==> config.mk <==
export PLATFORM = sky130hd
export DESIGN_NAME = async_receiver
export DESIGN_NICKNAME = d
export VERILOG_FILES = /design/src/rtl/async_receiver.sv
export SDC_FILE = /design/constraint.sdc
export NUM_CORES = 1
export LEC_CHECK = 0
export ABC_CLOCK_PERIOD_IN_PS = 2100
export CORE_AREA = 2 2 68 70
export CTS_CLUSTER_SIZE = 8
export DETAILED_ROUTE_END_ITERATION = 7
export DIE_AREA = 0 0 70 72
export GPL_ROUTABILITY_DRIVEN = 1
export PLACE_DENSITY_LB_ADDON = 0.12
export SLEW_MARGIN = 30
export SYNTH_ARGS = -nofsm -noshare
export SYNTH_HDL_FRONTEND = slang
export SYNTH_SLANG_ARGS = --single-unit
==> constraint.sdc <==
create_clock -name clk -period 2.1 [get_ports clk]
set_input_delay 0.42 -clock clk [delete_from_list [all_inputs] [get_ports clk]]
set_output_delay 0.42 -clock clk [all_outputs]
set_load 0.005 [all_outputs]
==> src/rtl/async_receiver.sv <==
// 8N1 UART receiver: 16x oversampling, 7/8/9 majority vote per bit,
// false-start rejection, stop-bit framing check and break handling.
module async_receiver #(
   parameter int CLK_FREQ   = 50000000,
   parameter int BAUD       = 9600,
   parameter int OVERSAMPLE = 16,
   parameter int DIV        = (CLK_FREQ + BAUD*OVERSAMPLE/2)/(BAUD*OVERSAMPLE)
) (
   input  logic       clk,
   input  logic       rst_n,
   input  logic       RxD,
   output logic [7:0] RxD_data,
   output logic       RxD_data_ready,
   output logic       RxD_frame_error,
   output logic       RxD_busy
);
   localparam int DW = (DIV > 1) ? $clog2(DIV) : 1;
   localparam int SW = $clog2(OVERSAMPLE);

   typedef enum logic [2:0] {S_IDLE, S_START, S_DATA, S_STOP, S_BRK} state_t;

   state_t          state;
   logic [1:0]      sync;
   logic            rx_prev;
   logic [DW-1:0]   div_cnt;
   logic [SW-1:0]   sample_cnt;
   logic [2:0]      bit_idx;
   logic [1:0]      votes;
   logic [7:0]      shreg;
   logic            rxs, tick, fall, maj, at7, at8, at9, at15;

   assign rxs  = sync[1];
   assign tick = (div_cnt == DW'(DIV - 1));
   assign fall = rx_prev & ~rxs;
   // third vote is the live sample at the cnt-9 tick
   assign maj  = (votes[0] & votes[1]) | (votes[0] & rxs) | (votes[1] & rxs);
   assign at7  = tick && (sample_cnt == SW'(7));
   assign at8  = tick && (sample_cnt == SW'(8));
   assign at9  = tick && (sample_cnt == SW'(9));
   assign at15 = tick && (sample_cnt == SW'(15));

   always_ff @(posedge clk or negedge rst_n) begin
      if (!rst_n) begin
         state           <= S_IDLE;
         sync            <= 2'b11;
         rx_prev         <= 1'b1;
         div_cnt         <= '0;
         sample_cnt      <= '0;
         bit_idx         <= '0;
         votes           <= '0;
         shreg           <= '0;
         RxD_data        <= '0;
         RxD_data_ready  <= 1'b0;
         RxD_frame_error <= 1'b0;
         RxD_busy        <= 1'b0;
      end else begin
         sync            <= {sync[0], RxD};
         rx_prev         <= rxs;
         RxD_data_ready  <= 1'b0;
         RxD_frame_error <= 1'b0;
         if (tick) begin
            div_cnt    <= '0;
            sample_cnt <= sample_cnt + SW'(1);
         end else begin
            div_cnt <= div_cnt + DW'(1);
         end
         if (at7) votes[0] <= rxs;
         if (at8) votes[1] <= rxs;

         case (state)
            S_IDLE:
               if (fall) begin
                  state      <= S_START;
                  RxD_busy   <= 1'b1;
                  div_cnt    <= '0;
                  sample_cnt <= '0;
               end
            S_START:
               if (at9 && maj) begin
                  state    <= S_IDLE;
                  RxD_busy <= 1'b0;
               end else if (at15) begin
                  state   <= S_DATA;
                  bit_idx <= '0;
               end
            S_DATA: begin
               if (at9) shreg <= {maj, shreg[7:1]};
               if (at15) begin
                  if (bit_idx == 3'd7) state <= S_STOP;
                  bit_idx <= bit_idx + 3'd1;
               end
            end
            S_STOP:
               if (at9) begin
                  if (maj) begin
                     RxD_data       <= shreg;
                     RxD_data_ready <= 1'b1;
                     // a start edge landing on the vote cycle is taken directly
                     if (fall) begin
                        state      <= S_START;
                        div_cnt    <= '0;
                        sample_cnt <= '0;
                     end else begin
                        state    <= S_IDLE;
                        RxD_busy <= 1'b0;
                     end
                  end else begin
                     RxD_frame_error <= 1'b1;
                     state           <= S_BRK;
                  end
               end
            S_BRK:
               if (rxs) begin
                  state    <= S_IDLE;
                  RxD_busy <= 1'b0;
               end
            default: begin
               state    <= S_IDLE;
               RxD_busy <= 1'b0;
            end
         endcase
      end
   end
endmodule

==> impl_metrics.ini, run 1 <==
[setup_path]
r2r-start = div_cnt[1]$_DFF_PN0_
crit_type = flop to flop
crit_path_start_kind = flop
critical_path_arrival_ps = 2140
rr_worst_depth = 6
cp.required_ps = 2290
worstPathCellList = inv_1 > ha_1 > and4bb_2 > nand3_4 > or3_4 > mux2_4
crit_start = div_cnt[1]$_DFF_PN0_
slowest_stage = or3_4
path_max_fanout = 9
crit_path_end_kind = flop
endpoint = shreg[3]$_DFFE_PN0P_
r2r_end = shreg[3]$_DFFE_PN0P_
cp_slowest_stage_delay_ps = 430
rrSetupSlack_ps = 150

[drt]
drt_wl_total_mm = 3.65
ant_nets = 0
dr_total_vias = 1370
drtIter0Drc = 93
dr.pass1.iters = 4
routedWlPerCell_um = 14.4
viasPerCell = 5.42
post-route-drc-count = 0

[yosys]
synth_top_area_share_pct = 48.0
ys_top_cells_by_count = 40 x dfrtp_1, 19 x nor2_1, 13 x nand2_1, 11 x nand3_1, 10 x mux2_2
syn-instance-count = 180
synth_ff_type = dfrtp_1
ys_types = 41
synth.area.top_cells = dfrtp_1 48%, mux2_4 5.8%, mux2_2 5.4%
synth_area_sq_um = 2080
synth.yosys.seq_area_share_pct = 51.8
synth_edf_count = 0
ys_seq_elements = 43
ys_warn_count = 0
async_flop_share_pct = 100
synth_nets = 190
avgSynthCellArea_sq_um = 11.6
synth_most_common_cell = dfrtp_1
synth_top_area_cell = dfrtp_1

[place]
port-buffer-count = 13
dpl.hpwl_mm = 2.67
finalWeightedCongestion = 0.839
preCtsSetupSlack_ps = -68.2
dp_cells = 246

[sta]
rsz0062_at_grt = no
fmax_mhz = 512
setup_slack_ps = 148
drv_slew = 0
holdWs_ps = 51.4
fin_crit_ps = 1950
tightestPinTransition_ps = 483
finClkSkew_ps = 13.4
maxSlewHeadroom_pct = 67.4
post-route-period-util_pct = 93.0
setup_viol = 0
hold_violations = 0

[clocking]
clockBufferDepth = 2
cts.sinks = 43
post_cts.repair.setup_buffers = 0
cts_tree = done
worstSkewPairLatency_ps = 300
numCtsBuffers = 5
cts_root_buf = clkbuf_8
cts_resized = 2
h-tree-depth = 2
path_clk_slew_ps = 90
hold_buffers = 0

[power]
ir_worst_vdd_mv = 0.479
power.leakage_nw = 1.11
switchingPower_w = 0.000499
pwr-share-seq_pct = 52.3
p_comb_share_pct = 14.3
p_per_area_nw_per_um2 = 778
switching_share_pct = 26.7
clkPwrFrac_pct = 33.4
intPower_w = 0.00137
finalPower_w = 0.00187

[finish]
fillCellCount = 371
area_growth_pct = 15.3
finalCoreUtilization_pct = 56.3
instances_no_fill = 253
multi_input_area_sq_um = 941
seqCellArea_sq_um = 1080
antenna_cells = 0
fin_nets = 211
drive_above_1_share_pct = 20.9

[grt]
first_global_vias = 1371
grt_usage_pct = 16.6
antenna_found_initial = 0
grt_max_degree = 26
grt_pass1_wl_mm = 6.66
grt_overflow = 0

[floorplanning]
die_area_sq_um = 5040
die_w_um = 70
initial_core_util_pct = 48.9
die_h_um = 72
ioPinCount = 14
rows = 24
core-area_sq_um = 4260

[worst_hold_path]
hold_path_class = input port to asynchronous set/reset pin

[run]
cap_violations = 0

[run_status]
status = complete, no violations
layer usage:
layer | GRT usage [%] | part of all wire (%) | vias up
li1 | - | - | 675
met1 | 23.2 | 48 | 662
met2 | 25.5 | 47 | 27
met3 | 4.17 | 3.6 | 6
met4 | 5.77 | 1.6 | 0
met5 | 0 | 0 | -
critical path: cells and delay by family (launching register included):
kind	cells	cell delay (ps)
buffers and inverters	1	70
flip-flops	1	410
adder cells (fa/ha/maj)	1	120
AND/OR/NAND/NOR	3	910
multiplexers	1	320
worst min-delay path by stage:
| stage | slack (ps) | start | to |
|---|---|---|---|
| after floorplan | 120 | rst_n | RxD_busy$_DFFE_PN0P_ |
| after global placement | 350 | sync[0]$_DFF_PN1_ | sync[1]$_DFF_PN1_ |
| after detailed placement | 350 | sync[0]$_DFF_PN1_ | sync[1]$_DFF_PN1_ |
| after CTS | 60 | rst_n | RxD_data[3]$_DFFE_PN0P_ |
| after global routing | 80 | rst_n | RxD_data[3]$_DFFE_PN0P_ |
| final | 50 | rst_n | RxD_data[7]$_DFFE_PN0P_ |
flip-flops by register name, indices dropped and copies added (netlist names), 2 cells and up:
register and cells:
RxD_data 8, shreg 8, sample_cnt 4, sync 2
div_cnt 9, votes 2, state 3, bit_idx 3
final cells by class:
class / count / share of cell area (%)
inverters: 7 / 1.09
multi-input cells: 125 / 39.2
flip-flops and latches: 43 / 45.0
clock inverters: 2 / 1.56
repair buffers: 19 / 7.61
clock buffers: 5 / 2.87
well taps: 52 / 2.71
layout by cell type, fill, tap and decap left out, types with 2 or more instances in the layout:
cell type | Yosys | layout
nor3_1 | 5 | 5
nand4_1 | 3 | 3
nand2_1 | 13 | 13
a22o_1 | 2 | 2
xor2_1 | 3 | 3
mux2_4 | 8 | 8
nand2b_1 | 4 | 4
o2111ai_1 | 2 | 2
a21oi_1 | 3 | 3
nor2_1 | 19 | 19
nand3_1 | 11 | 11
o21ai_0 | 3 | 3
inv_1 | 7 | 7
dfrtp_1 | 40 | 40
dfstp_2 | 3 | 3
mux2_2 | 10 | 10
and4bb_2 | 0 | 2
ha_1 | 7 | 7
clkbuf_8 | 0 | 5
buf_4 | 0 | 5
xnor2_1 | 7 | 7
clkdlybuf4s50_1 | 0 | 12
nor2b_1 | 3 | 3
stage by stage:
stage / TNS [ps] / area, sq um
after detailed placement: -490 / 2290
after global placement: -29.9 / 2290
after floorplan: 0 / 2080
after global routing: 0 / 2400
after CTS: 0 / 2400
final: 0 / 2400
logic make-up (layout without fill, tap and decap cells):
family                   after synthesis  count (layout)  share of synthesized area, %
adder cells (fa/ha/maj)                8               8                          4.68
flip-flops                            43              43                          51.8
multiplexers                          18              18                          11.2
XOR/XNOR                              10              10                          4.20
AO/OA/AOI/OAI                         19              19                          7.15
buffers and inverters                 12              33                          3.24
AND/OR/NAND/NOR                       70              70                          17.7
power by group through the flow:
stage / logic [W] / clock network, W / registers (W)
after CTS: 0.000272 / 0.000642 / 0.000977
after global routing: 0.000314 / 0.000678 / 0.000994
after detailed placement: 0.000269 / 0 / 0.000994
after global placement: 0.000265 / 0 / 0.000989
after floorplan: 0.000186 / 0 / 0.000980
final: 0.000267 / 0.000624 / 0.000978
No activity file was read; power rests on OpenSTA's default activity.
==> run 2, diff against run 1 <==
- CAP_MARGIN: unset -> 10
==> results of run 2 <==
Final layout, timing and power as in run 1 (identical DEF).
==> run 3, diff against run 2 <==
- ABC_AREA: unset -> 1
- CORE_AREA: 2 2 68 70 -> 2 2 70 72
- DIE_AREA: 0 0 70 72 -> 0 0 72 74
==> run 3 against run 2 <==
- clock power fell by 19%
- combinational power grew 12%
- synthesized area grew 5.6%
- clock-buffer cell count unchanged
- non-clock buffer count fell by 4
- cell count rose by 26%
- die area grew 5.7%
- clock skew is 4.5 ps lower
- highest routed layer unchanged
==> impl_metrics.ini, run 3 <==
[grt]
grt_pass1_wl_mm = 6.64
grt_overflow = 0
antenna_found_initial = 0
grt_usage_pct = 16.4
first_global_vias = 1506
grt_max_degree = 44

[floorplanning]
die_w_um = 72
core-area_sq_um = 4600
die_h_um = 74
rows = 25
die_area_sq_um = 5330
ioPinCount = 14
initial_core_util_pct = 47.8

[finish]
fillCellCount = 434
layout_common_cells = 60 x nand2_1, 40 x dfrtp_1, 37 x inv_1
fin_nets = 274
mostFrequentLayoutCell = nand2_1
area_growth_pct = 11.7
regMostFlops = div_cnt
seqCellArea_sq_um = 1080
reg_top3 = div_cnt: 9 flops, RxD_data: 8 flops, shreg: 8 flops
multi_input_area_sq_um = 932
largest_reg_flops = 9
antenna_cells = 0
drive_above_1_share_pct = 19.2
instances_no_fill = 319

[clocking]
path_clk_slew_ps = 80
cts_resized = 0
numCtsBuffers = 5
cts_root_buf = clkbuf_8
worstSkewPairLatency_ps = 300
post_cts.repair.setup_buffers = 0
cts.sinks = 43
cts_tree = done
h-tree-depth = 2
clockBufferDepth = 2
hold_buffers = 0

[setup_path]
path_common_cell = nand2_1
rrSetupSlack_ps = 410
worstPathCellList = inv_1 > ha_1 > nand2_1 > inv_1 > nand2_1 > nor2_2 > buf_4 > nand4_2 > clkinv_1 > nand2_1 > nand2_1 > o21ai_1
r2r_end = bit_idx[0]$_DFFE_PN0P_
slowest_stage = dfrtp_1
cp_slowest_stage_delay_ps = 400
crit_path_end_kind = flop
critical_path_arrival_ps = 1870
rr_worst_depth = 12
crit_type = flop to flop
crit_path_start_kind = flop
r2r-start = div_cnt[1]$_DFF_PN0_
path_max_fanout = 9
cp.required_ps = 2280

[power]
power.leakage_nw = 1.19
ir_worst_vdd_mv = 0.409
p_per_area_nw_per_um2 = 732

[sta]
setup_tns_ps = 0
maxSlewHeadroom_pct = 63.4
hold_violations = 0
setup_viol = 0
finClkSkew_ps = 8.90
post-route-period-util_pct = 80.4
fmax_mhz = 592
fin_crit_ps = 1690
tightestPinTransition_ps = 549
rsz0062_at_grt = no
drv_slew = 0

[yosys]
ys_seq_elements = 43
ys_types = 33
synth.area.top_cells = dfrtp_1 46%, nand2_1 10%, inv_1 6.3%
ys_top_cells_by_count = 60 x nand2_1, 40 x dfrtp_1, 37 x inv_1, 21 x nor2_1, 15 x o21ai_2
avgSynthCellArea_sq_um = 8.98
synth.yosys.seq_area_share_pct = 49.1
synth_most_common_cell = nand2_1
synth_top_area_cell = dfrtp_1
async_flop_share_pct = 100
synth_edf_count = 0
syn-instance-count = 245
ys_warn_count = 0
synth_nets = 255
synth_ff_type = dfrtp_1
synth_top_area_share_pct = 45.5
synth_area_sq_um = 2200

[drt]
drt_wl_total_mm = 3.65
ant_nets = 0
routedWlPerCell_um = 11.4
dr.pass1.iters = 4
post-route-drc-count = 0
dr_total_vias = 1521
viasPerCell = 4.77
drtIter0Drc = 94

[place]
port-buffer-count = 13
finalWeightedCongestion = 0.797
dpl.hpwl_mm = 2.64
dp_cells = 311

[run_status]
status = complete, no violations

[run]
cap_violations = 0

[worst_hold_path]
hold_path_class = input port to asynchronous set/reset pin
[run 3: cell types whose count changed in the layout (fill, tap and decap cells not counted), sizes merged, moves of 3 or more]
cell / previous run / this run
nor2: 20 / 25
nor2b: 3 / 0
mux2: 18 / 0
clkinv: 0 / 4
nand2: 13 / 65
inv: 7 / 40
nand2b: 4 / 0
buf: 7 / 3
xnor2: 7 / 0
o21ai: 3 / 20
[run 3: critical path, delay by kind of cell (launching register included)]
family | cells | cell delay (ps)
simple gates | 6 | 570
buf+inv | 4 | 410
fa+ha+maj | 1 | 130
compound gates | 1 | 60
flops | 1 | 400
[run 3: cell type report]
cell class	count	share of cell area [%]
inverter	41	6.26
clock inverter	3	0.611
tap	54	2.75
clock buffer	5	2.80
timing repair buffer	15	5.70
multi-input combinational	158	37.9
sequential	43	43.9
[run 3: power breakdown]
group,leakage [nW],switching [W],internal (W)
clock network,0.0477,0.000281,0.000228
logic,0.569,0.000174,0.000124
registers,0.572,0.0000805,0.000911
total,1.19,0.000535,0.00126
[run 3: worst max-delay path by stage]
| stage | start | endpoint | cells after the start |
|---|---|---|---|
| after floorplan | div_cnt[1]$_DFF_PN0_ | shreg[6]$_DFFE_PN0P_ | 11 |
| after global placement | div_cnt[1]$_DFF_PN0_ | bit_idx[0]$_DFFE_PN0P_ | 12 |
| after detailed placement | div_cnt[1]$_DFF_PN0_ | bit_idx[0]$_DFFE_PN0P_ | 12 |
| after CTS | div_cnt[1]$_DFF_PN0_ | bit_idx[0]$_DFFE_PN0P_ | 12 |
| after global routing | div_cnt[1]$_DFF_PN0_ | bit_idx[0]$_DFFE_PN0P_ | 12 |
| final | div_cnt[1]$_DFF_PN0_ | bit_idx[0]$_DFFE_PN0P_ | 12 |
[run 3: cells by family after synthesis]
kind of cell / synth area share, %
compound gates: 11.3
xor+xnor: 1.59
flops: 49.1
fa+ha+maj: 3.98
simple gates: 25.5
buf+inv: 8.53
[run 3: per-stage QoR]
| step | hold slack [ps] | worst slack, ps | total power, W | area, sq um | utilization [%] |
|---|---|---|---|---|---|
| 2_1_floorplan | 124 | 641 | 0.00121 | 2200 | - |
| 3_3_place_gp | 347 | 440 | 0.00131 | 2370 | 51.6 |
| 3_5_place_dp | 348 | 407 | 0.00131 | 2370 | 51.6 |
| 4_1_cts | 206 | 390 | 0.00182 | 2460 | 53.4 |
| 5_1_grt | 246 | 247 | 0.00191 | 2460 | 53.4 |
| 6_report | 172 | 412 | 0.00180 | 2460 | 53.4 |
[run 3: metal layers]
layer  GRT usage [%]  up-vias  wire length (um)
li1                -      807                 -
met4            6.92        0                59
met2            26.4       27              1640
met5               0        -                 0
met1            21.0      682              1810
met3            4.47        5               143
